**src/rtl/scpu_ifetch.sv**
```systemverilog
// Instruction-fetch stage for the single-cycle CPU.
// Holds the PC, fetches one word per instruction over a ready handshake,
// presents the instruction register (with OPcode/Fun fields) to the
// controller, and advances the PC (sequential, branch or jump) on ex_done.
//
// Optional feature macro: IFETCH_TIMEOUT_EN
//   defined   -> REQ wait cycles are counted; reaching TIMEOUT enters a sticky
//                ERR state (fetch_err=1) that only reset leaves.
//   undefined -> REQ waits indefinitely; fetch_err is tied low.
//
// state | meaning
// ------+-----------------------------------------------------------
// BOOT  | one idle cycle after reset before the first request
// REQ   | imem_req high, waiting for imem_ready to capture the word
// HOLD  | IR valid, waiting for ex_done to advance the PC
// ERR   | fetch timed out (IFETCH_TIMEOUT_EN only); left only by reset

module scpu_ifetch #(
  parameter logic [31:0] RESET_PC = 32'h0000_0000,
  parameter int          TIMEOUT  = 16
) (
  input  logic        clk,
  input  logic        rst_n,
  output logic        imem_req,
  output logic [31:0] imem_addr,
  input  logic [31:0] imem_rdata,
  input  logic        imem_ready,
  output logic [31:0] inst_out,
  output logic [5:0]  OPcode,
  output logic [5:0]  Fun,
  output logic        inst_valid,
  output logic [31:0] pc_out,
  input  logic        Branch,
  input  logic        Jump,
  input  logic        zero,
  input  logic        ex_done,
  output logic        fetch_err
);

  typedef enum logic [1:0] {
    S_BOOT = 2'd0,
    S_REQ  = 2'd1,
    S_HOLD = 2'd2
`ifdef IFETCH_TIMEOUT_EN
    , S_ERR = 2'd3
`endif
  } state_t;

  state_t      state;
  logic [31:0] pc;
  logic [31:0] ir;
  logic        req_q;
  logic        valid_q;

  logic [31:0] pc4;
  logic [31:0] br_off;
  logic [31:0] next_pc;

`ifdef IFETCH_TIMEOUT_EN
  localparam int CW = (TIMEOUT > 1) ? $clog2(TIMEOUT + 1) : 1;
  localparam logic [CW-1:0] CNT_LAST = CW'(TIMEOUT - 1);
  logic [CW-1:0] cnt;
  logic          err_q;
`endif

  // Next-PC selection; only consumed on the ex_done edge in HOLD.
  always_comb begin
    pc4    = pc + 32'd4;
    br_off = {{14{ir[15]}}, ir[15:0], 2'b00};
    if (Jump)
      next_pc = {pc4[31:28], ir[25:0], 2'b00};
    else if (Branch && zero)
      next_pc = pc4 + br_off;
    else
      next_pc = pc4;
  end

  // Fetch FSM with registered request/valid flags, PC and IR.
  always_ff @(posedge clk or negedge rst_n) begin
    if (!rst_n) begin
      state   <= S_BOOT;
      pc      <= RESET_PC;
      ir      <= 32'h0;
      req_q   <= 1'b0;
      valid_q <= 1'b0;
`ifdef IFETCH_TIMEOUT_EN
      cnt     <= '0;
      err_q   <= 1'b0;
`endif
    end else begin
      case (state)
        S_BOOT: begin
          state <= S_REQ;
          req_q <= 1'b1;
        end
        S_REQ: begin
          if (imem_ready) begin
            ir      <= imem_rdata;
            state   <= S_HOLD;
            req_q   <= 1'b0;
            valid_q <= 1'b1;
`ifdef IFETCH_TIMEOUT_EN
            cnt     <= '0;
`endif
          end
`ifdef IFETCH_TIMEOUT_EN
          else if (cnt == CNT_LAST) begin
            state <= S_ERR;
            req_q <= 1'b0;
            err_q <= 1'b1;
            cnt   <= '0;
          end else begin
            cnt <= cnt + CW'(1);
          end
`endif
        end
        S_HOLD: begin
          if (ex_done) begin
            pc      <= next_pc;
            state   <= S_REQ;
            req_q   <= 1'b1;
            valid_q <= 1'b0;
          end
        end
`ifdef IFETCH_TIMEOUT_EN
        S_ERR: begin
          req_q   <= 1'b0;
          valid_q <= 1'b0;
          err_q   <= 1'b1;
        end
`endif
        default: begin
          state   <= S_BOOT;
          req_q   <= 1'b0;
          valid_q <= 1'b0;
        end
      endcase
    end
  end

  assign imem_req   = req_q;
  assign imem_addr  = pc;
  assign pc_out     = pc;
  assign inst_out   = ir;
  assign OPcode     = ir[31:26];
  assign Fun        = ir[5:0];
  assign inst_valid = valid_q;

`ifdef IFETCH_TIMEOUT_EN
  assign fetch_err = err_q;
`else
  assign fetch_err = 1'b0;
`endif

endmodule

```
**config.mk**
```make
export PLATFORM = sky130hd
export DESIGN_NAME = scpu_ifetch
export DESIGN_NICKNAME = d
export VERILOG_FILES = /design/src/rtl/scpu_ifetch.sv
export SDC_FILE = /design/constraint.sdc
export NUM_CORES = 1
export LEC_CHECK = 0
export ABC_CLOCK_PERIOD_IN_PS = 3880
export BUFFER_PORTS_ARGS = -buffer_cell sky130_fd_sc_hd__buf_4
export CAP_MARGIN = 10
export CORE_MARGIN = 5
export CORE_UTILIZATION = 54
export DETAILED_ROUTE_END_ITERATION = 8
export GPL_TIMING_DRIVEN = 0
export PLACE_DENSITY = 0.82
export SETUP_SLACK_MARGIN = 0.3
export SLEW_MARGIN = 30
export SYNTH_ARGS = -nofsm -noshare
export SYNTH_HDL_FRONTEND = slang
export SYNTH_SLANG_ARGS = --single-unit
```
**constraint.sdc**
```tcl
create_clock -name clk -period 3.88 [get_ports clk]
set_input_delay 0.194 -clock clk [delete_from_list [all_inputs] [get_ports clk]]
set_output_delay 0.194 -clock clk [all_outputs]
set_load 0.1 [all_outputs]
```
# == Word level (Yosys, flattened, before mapping) ==
# Index checks and enable logic that the tools add are counted.
# word_totals
ff_bits,68
inputBits,39
output_inout_bits,111
wordCells,29
# op_classes
addsub,2
n_eq_ne,4
n_mux,11
bitwise,1
n_reduce_logical,6
# ops
operator,n
$mux 32,2
$add 32x3->32 const B,1
$add 32x32->32,1
$pmux 1 s3,2
$pmux 2 s3,1
$reduce_and 2->1,3
$mux 1,4
$mux 2,2
$ne 2x2->1 const B,2
$reduce_and 3->1,1
$eq 2x1->1 const B,1
$eq 2x2->1 const B,1
$logic_not 2->1,1
$logic_and 1x1->1,1
$not 1->1,1

# == Logic depth before layout (Yosys ltp) ==
# logic_depth
ltp_word,4
ltp_mapped,18
depth_no_buf,17

# == Worst setup path after synthesis ==
# OpenSTA, ideal clock, no wires.
# synth_path
kind,reg2reg
from,reg pc[4] (netlist: imem_addr[4])
to,reg pc[31] (netlist: imem_addr[31])
setup_time_ns,0.101
arrival_time_ns,4.290
required_time_ns,3.779
path_slack_ns,-0.511
stages_incl_launch_ff,18
cell_sequence,dfrtp_1 > and3_2 > and4_1 > and2_1 > buf_6 > nand3_4 > nor2_1 > and4_1 > xor2_1 > ha_1 > nand3_1 > or3_1 > a31o_2 > a31oi_1 > o22ai_1 > xnor2_1 > a2111o_1 > o311ai_2
# synth_between
elab_chain_cells,4
# synth_lines
item,line,source
from (decl),50,logic [31:0] pc;
from (signal assigned),119,pc <= next_pc;
$add 32x3->32 (*),68,pc4 = pc + 32'd4;
$add 32x32->32,73,next_pc = pc4 + br_off;
$mux 32,72,else if (Branch && zero)
$mux 32 (*),70,if (Jump)
# Mark *: on every way between the ends. The rest lies on a longest branch, timed or not.
# A chain may end at the register's enable or synchronous reset.

# == Worst setup path in the final report ==
# Ends and elaborated chain as after synthesis.

==> flow_metrics.py <==
metrics = {
    "routing": {
        "drcViolationCount": 0,
        "detail-route-antenna-nets": 0,
        "detailedRoute.firstPassIterationCount": 5,
        "avgViaCountPerCell": 5.902,
        "drt-wirelength-per-cell_um": 19.31,
        "drt-initial-drc-count": 537,
        "routed-via-count": 5731,
        "routed_wl_um": 18750,
    },
    "timing": {
        "finalHoldViolCount": 0,
        "fmax_mhz": 265.1,
        "report.final.slew_viol_count": 0,
        "tightestPinTransition_ns": 0.6618,
        "fin_tns_setup_ns": 0,
        "slew_headroom_pct": 55.88,
        "rsz0062_at_grt": "yes",
        "final-setup-viol-count": 0,
        "min_period_over_period_pct": 97.22,
        "clock-skew-final_ns": 0.01343,
        "layout_min_cycle_time_ns": 3.772,
    },
    "clock_network": {
        "clkSlewWorstSetupHoldPaths_ns": 0.09,
        "cts_tree": "done",
        "cts-buffers-inserted": 9,
        "cts.path.max_buffers": 2,
        "clock_latency_ns": 0.36,
        "clock_sinks": 65,
        "cts_root_buf": "sky130_fd_sc_hd__clkbuf_8",
        "h_tree_lvl_count": 3,
    },
    "global_route": {
        "grt_pass1_vias": 5650,
        "grt_start_max_net_pins": 66,
        "grt_antenna_before_repair": 0,
        "grt_overflow": 0,
        "grt_util_all_layers_pct": 29.24,
        "grt_first_pass_wirelength_um": 29350,
    },
    "synth": {
        "ys.warnings.count": 0,
        "yosys-top-cells-area": "sky130_fd_sc_hd__dfrtp_1 (30%), sky130_fd_sc_hd__ha_1 (8.4%), sky130_fd_sc_hd__mux2_2 (6.8%), sky130_fd_sc_hd__buf_4 (6.4%), sky130_fd_sc_hd__o21ai_0 (5.1%)",
        "ys_seq_area_share_pct": 29.57,
        "ys_types": 64,
        "avgSynthCellArea_um2": 8.581,
        "synth_top_flop_cell": "sky130_fd_sc_hd__dfrtp_1",
        "synth_seq_cells": 65,
        "post-synth-top-area-fraction_pct": 29.57,
        "synth_cells": 641,
        "mappedNetlistArea_um2": 5500,
        "postSynth.asyncResetShare_pct": 100.0,
        "synthMostInstantiatedCell": "sky130_fd_sc_hd__dfrtp_1",
        "ys_top_cells_by_count": "sky130_fd_sc_hd__dfrtp_1 (65), sky130_fd_sc_hd__nand2_1 (58), sky130_fd_sc_hd__o21ai_0 (56)",
        "synth_enable_flop_cells": 0,
        "synth_largest_area_cell": "sky130_fd_sc_hd__dfrtp_1",
    },
    "hold_path": {
        "hp-start": "imem_ready",
        "worstHoldPathCells": 2,
        "worst_hold_path_type": "input port to flip-flop",
        "hold_end": "imem_req",
    },
    "die": {
        "placementRows": 36,
        "design.portCount": 150,
        "die_area_um2": 12300,
        "core_area_um2": 9864,
        "initial_core_util_pct": 55.76,
        "floorplan.die.height_um": 110.9,
        "dieWidth_um": 110.9,
    },
    "placed_design": {
        "place.detailed.hpwl_um": 13290,
        "gp_routability_congestion": 0.9779,
        "post-place-cells": 921,
        "buffer_ports.inserted": 143,
    },
    "status": {
        "run_status": "completed",
    },
    "setup_path": {
        "worst_setup_path_end_kind": "flip-flop",
        "worst_setup_start_kind": "flip-flop",
        "worstPathMaxFanout": 7,
        "r2r-start": "imem_addr[4]",
        "reg2reg_depth": 16,
        "timing.critical_path.required_ns": 4.15,
        "worstReg2RegEnd": "imem_addr[31]",
        "criticalPathCategory": "flip-flop to flip-flop",
        "critical_path_arrival_ns": 4.04,
        "rrSetupSlack_ns": 0.11,
    },
    "cells_and_area": {
        "n_fill_cell": 716,
        "finish.net_count": 910,
        "antenna_cells": 0,
        "post_route_cells_drive_above_1_share_pct": 41.89,
        "final_core_util_pct": 77.03,
        "syn2layout_area_growth_pct": 38.15,
        "finalNonFillerCells": 971,
    },
    "flow_run": {
        "cap_violations": 0,
    },
}
-- cell usage in the layout (no fill, tap or decap), types with 5 or more instances in the layout --
cell                         n
sky130_fd_sc_hd__o211ai_1    5
sky130_fd_sc_hd__a21o_1     19
sky130_fd_sc_hd__dfrtp_4     8
sky130_fd_sc_hd__o21bai_1    7
sky130_fd_sc_hd__a21oi_2     7
sky130_fd_sc_hd__xnor2_2     5
sky130_fd_sc_hd__ha_1       30
sky130_fd_sc_hd__xnor2_1    23
sky130_fd_sc_hd__nand4_1    11
sky130_fd_sc_hd__nand2_1    57
sky130_fd_sc_hd__o22ai_1     5
sky130_fd_sc_hd__dfrtp_1    50
sky130_fd_sc_hd__o21ai_0    47
sky130_fd_sc_hd__xor2_1     16
sky130_fd_sc_hd__mux2_2     33
sky130_fd_sc_hd__nand3_1    20
sky130_fd_sc_hd__inv_1       9
sky130_fd_sc_hd__a21oi_1    32
sky130_fd_sc_hd__o21ai_1    10
sky130_fd_sc_hd__dfrtp_2     7
sky130_fd_sc_hd__a211oi_1    8
sky130_fd_sc_hd__clkbuf_8    9
sky130_fd_sc_hd__nor2_1     37
sky130_fd_sc_hd__conb_1      5
sky130_fd_sc_hd__clkbuf_1   22
sky130_fd_sc_hd__and3_1      8
sky130_fd_sc_hd__buf_4     223
sky130_fd_sc_hd__nor3_1     12
sky130_fd_sc_hd__nand2b_1    5
sky130_fd_sc_hd__ha_4        5
sky130_fd_sc_hd__nand3_2     5
-- cells by family after synthesis --
group | synth area share (%)
AOI/OAI and AO/OA | 19.56
xor gates and xnor gates | 7.803
adders and majority gates | 8.781
buffers and inverters | 9.122
DFF | 29.57
muxes | 7.484
other | 0.06818
and+or+nand+nor | 17.61
-- critical path, stage by stage, from the launching register on --
cell and delay, ns:
sky130_fd_sc_hd__dfrtp_4 0.43, sky130_fd_sc_hd__and3_4 0.20, sky130_fd_sc_hd__and4_1 0.22, sky130_fd_sc_hd__and2_4 0.15
sky130_fd_sc_hd__buf_6 0.13, sky130_fd_sc_hd__nand3_2 0.18, sky130_fd_sc_hd__nor3_2 0.25, sky130_fd_sc_hd__xor2_1 0.12
sky130_fd_sc_hd__ha_1 0.35, sky130_fd_sc_hd__nand2_2 0.08, sky130_fd_sc_hd__or3_4 0.37, sky130_fd_sc_hd__a31o_4 0.23
sky130_fd_sc_hd__a31oi_4 0.15, sky130_fd_sc_hd__o22ai_2 0.10, sky130_fd_sc_hd__xnor2_2 0.18, sky130_fd_sc_hd__a2111o_1 0.47
sky130_fd_sc_hd__o311ai_2 0.08
-- how the worst max path moves through the flow --
stage | startpoint | to | slack [ns] | cells past startpoint
final | imem_addr[4] | imem_addr[31] | 0.11 | 16
after floorplan | imem_addr[4] | imem_addr[31] | 0.04 | 17
after detailed placement | imem_addr[4] | imem_addr[31] | -0.16 | 17
after CTS | imem_addr[9] | imem_addr[31] | 0.17 | 16
after global placement | imem_addr[4] | imem_addr[31] | -0.14 | 17
after global routing | imem_addr[4] | imem_addr[31] | 0.03 | 17
-- sequential cells by signal, indices dropped and copies added, names as in the netlist --
signal,count
imem_addr,30
imem_req,1
inst_out,32
inst_valid,1
state,1
-- metal layers --
metal	vias up	wire length (um)	GRT usage [%]
li1	2648	-	-
met1	2734	7749	38.58
met2	305	8714	47.49
met3	44	1839	7.697
met4	0	444	8.046
met5	-	0	0
-- stage by stage --
stage | worst slack (ns) | cell area [um^2] | hold WS, ns
5_1_grt | 0.03190 | 7599 | 0.04627
4_1_cts | 0.1723 | 7320 | 0.03919
3_5_place_dp | -0.1611 | 6814 | 0.3566
3_3_place_gp | -0.1444 | 6814 | 0.3482
6_report | 0.1077 | 7599 | 0.05517
2_1_floorplan | 0.03719 | 5574 | -0.1016
-- final cells by class --
type	count	area, um^2	share of cell area [%]
Clock inverter	6	43.79	0.5763
Timing Repair Buffer	177	1335	17.57
Tap cell	133	166.4	2.190
Sequential cell	65	1665	21.92
Inverter	9	33.78	0.4446
Buffer	75	474.2	6.241
Clock buffer	10	127.6	1.680
Multi-Input combinational cell	496	3752	49.38
-- what timing repair did --
item	CTS	global route
hold buffers	1	0
gates resized for setup	30	45
pin swaps	13	28
endpoints found under the setup margin	13	16
buffers inserted	20	13
endpoints found under the hold margin	65	0
Power is not shown: default switching activity piles up to over one toggle a cycle in this logic, so the estimate is an artifact.
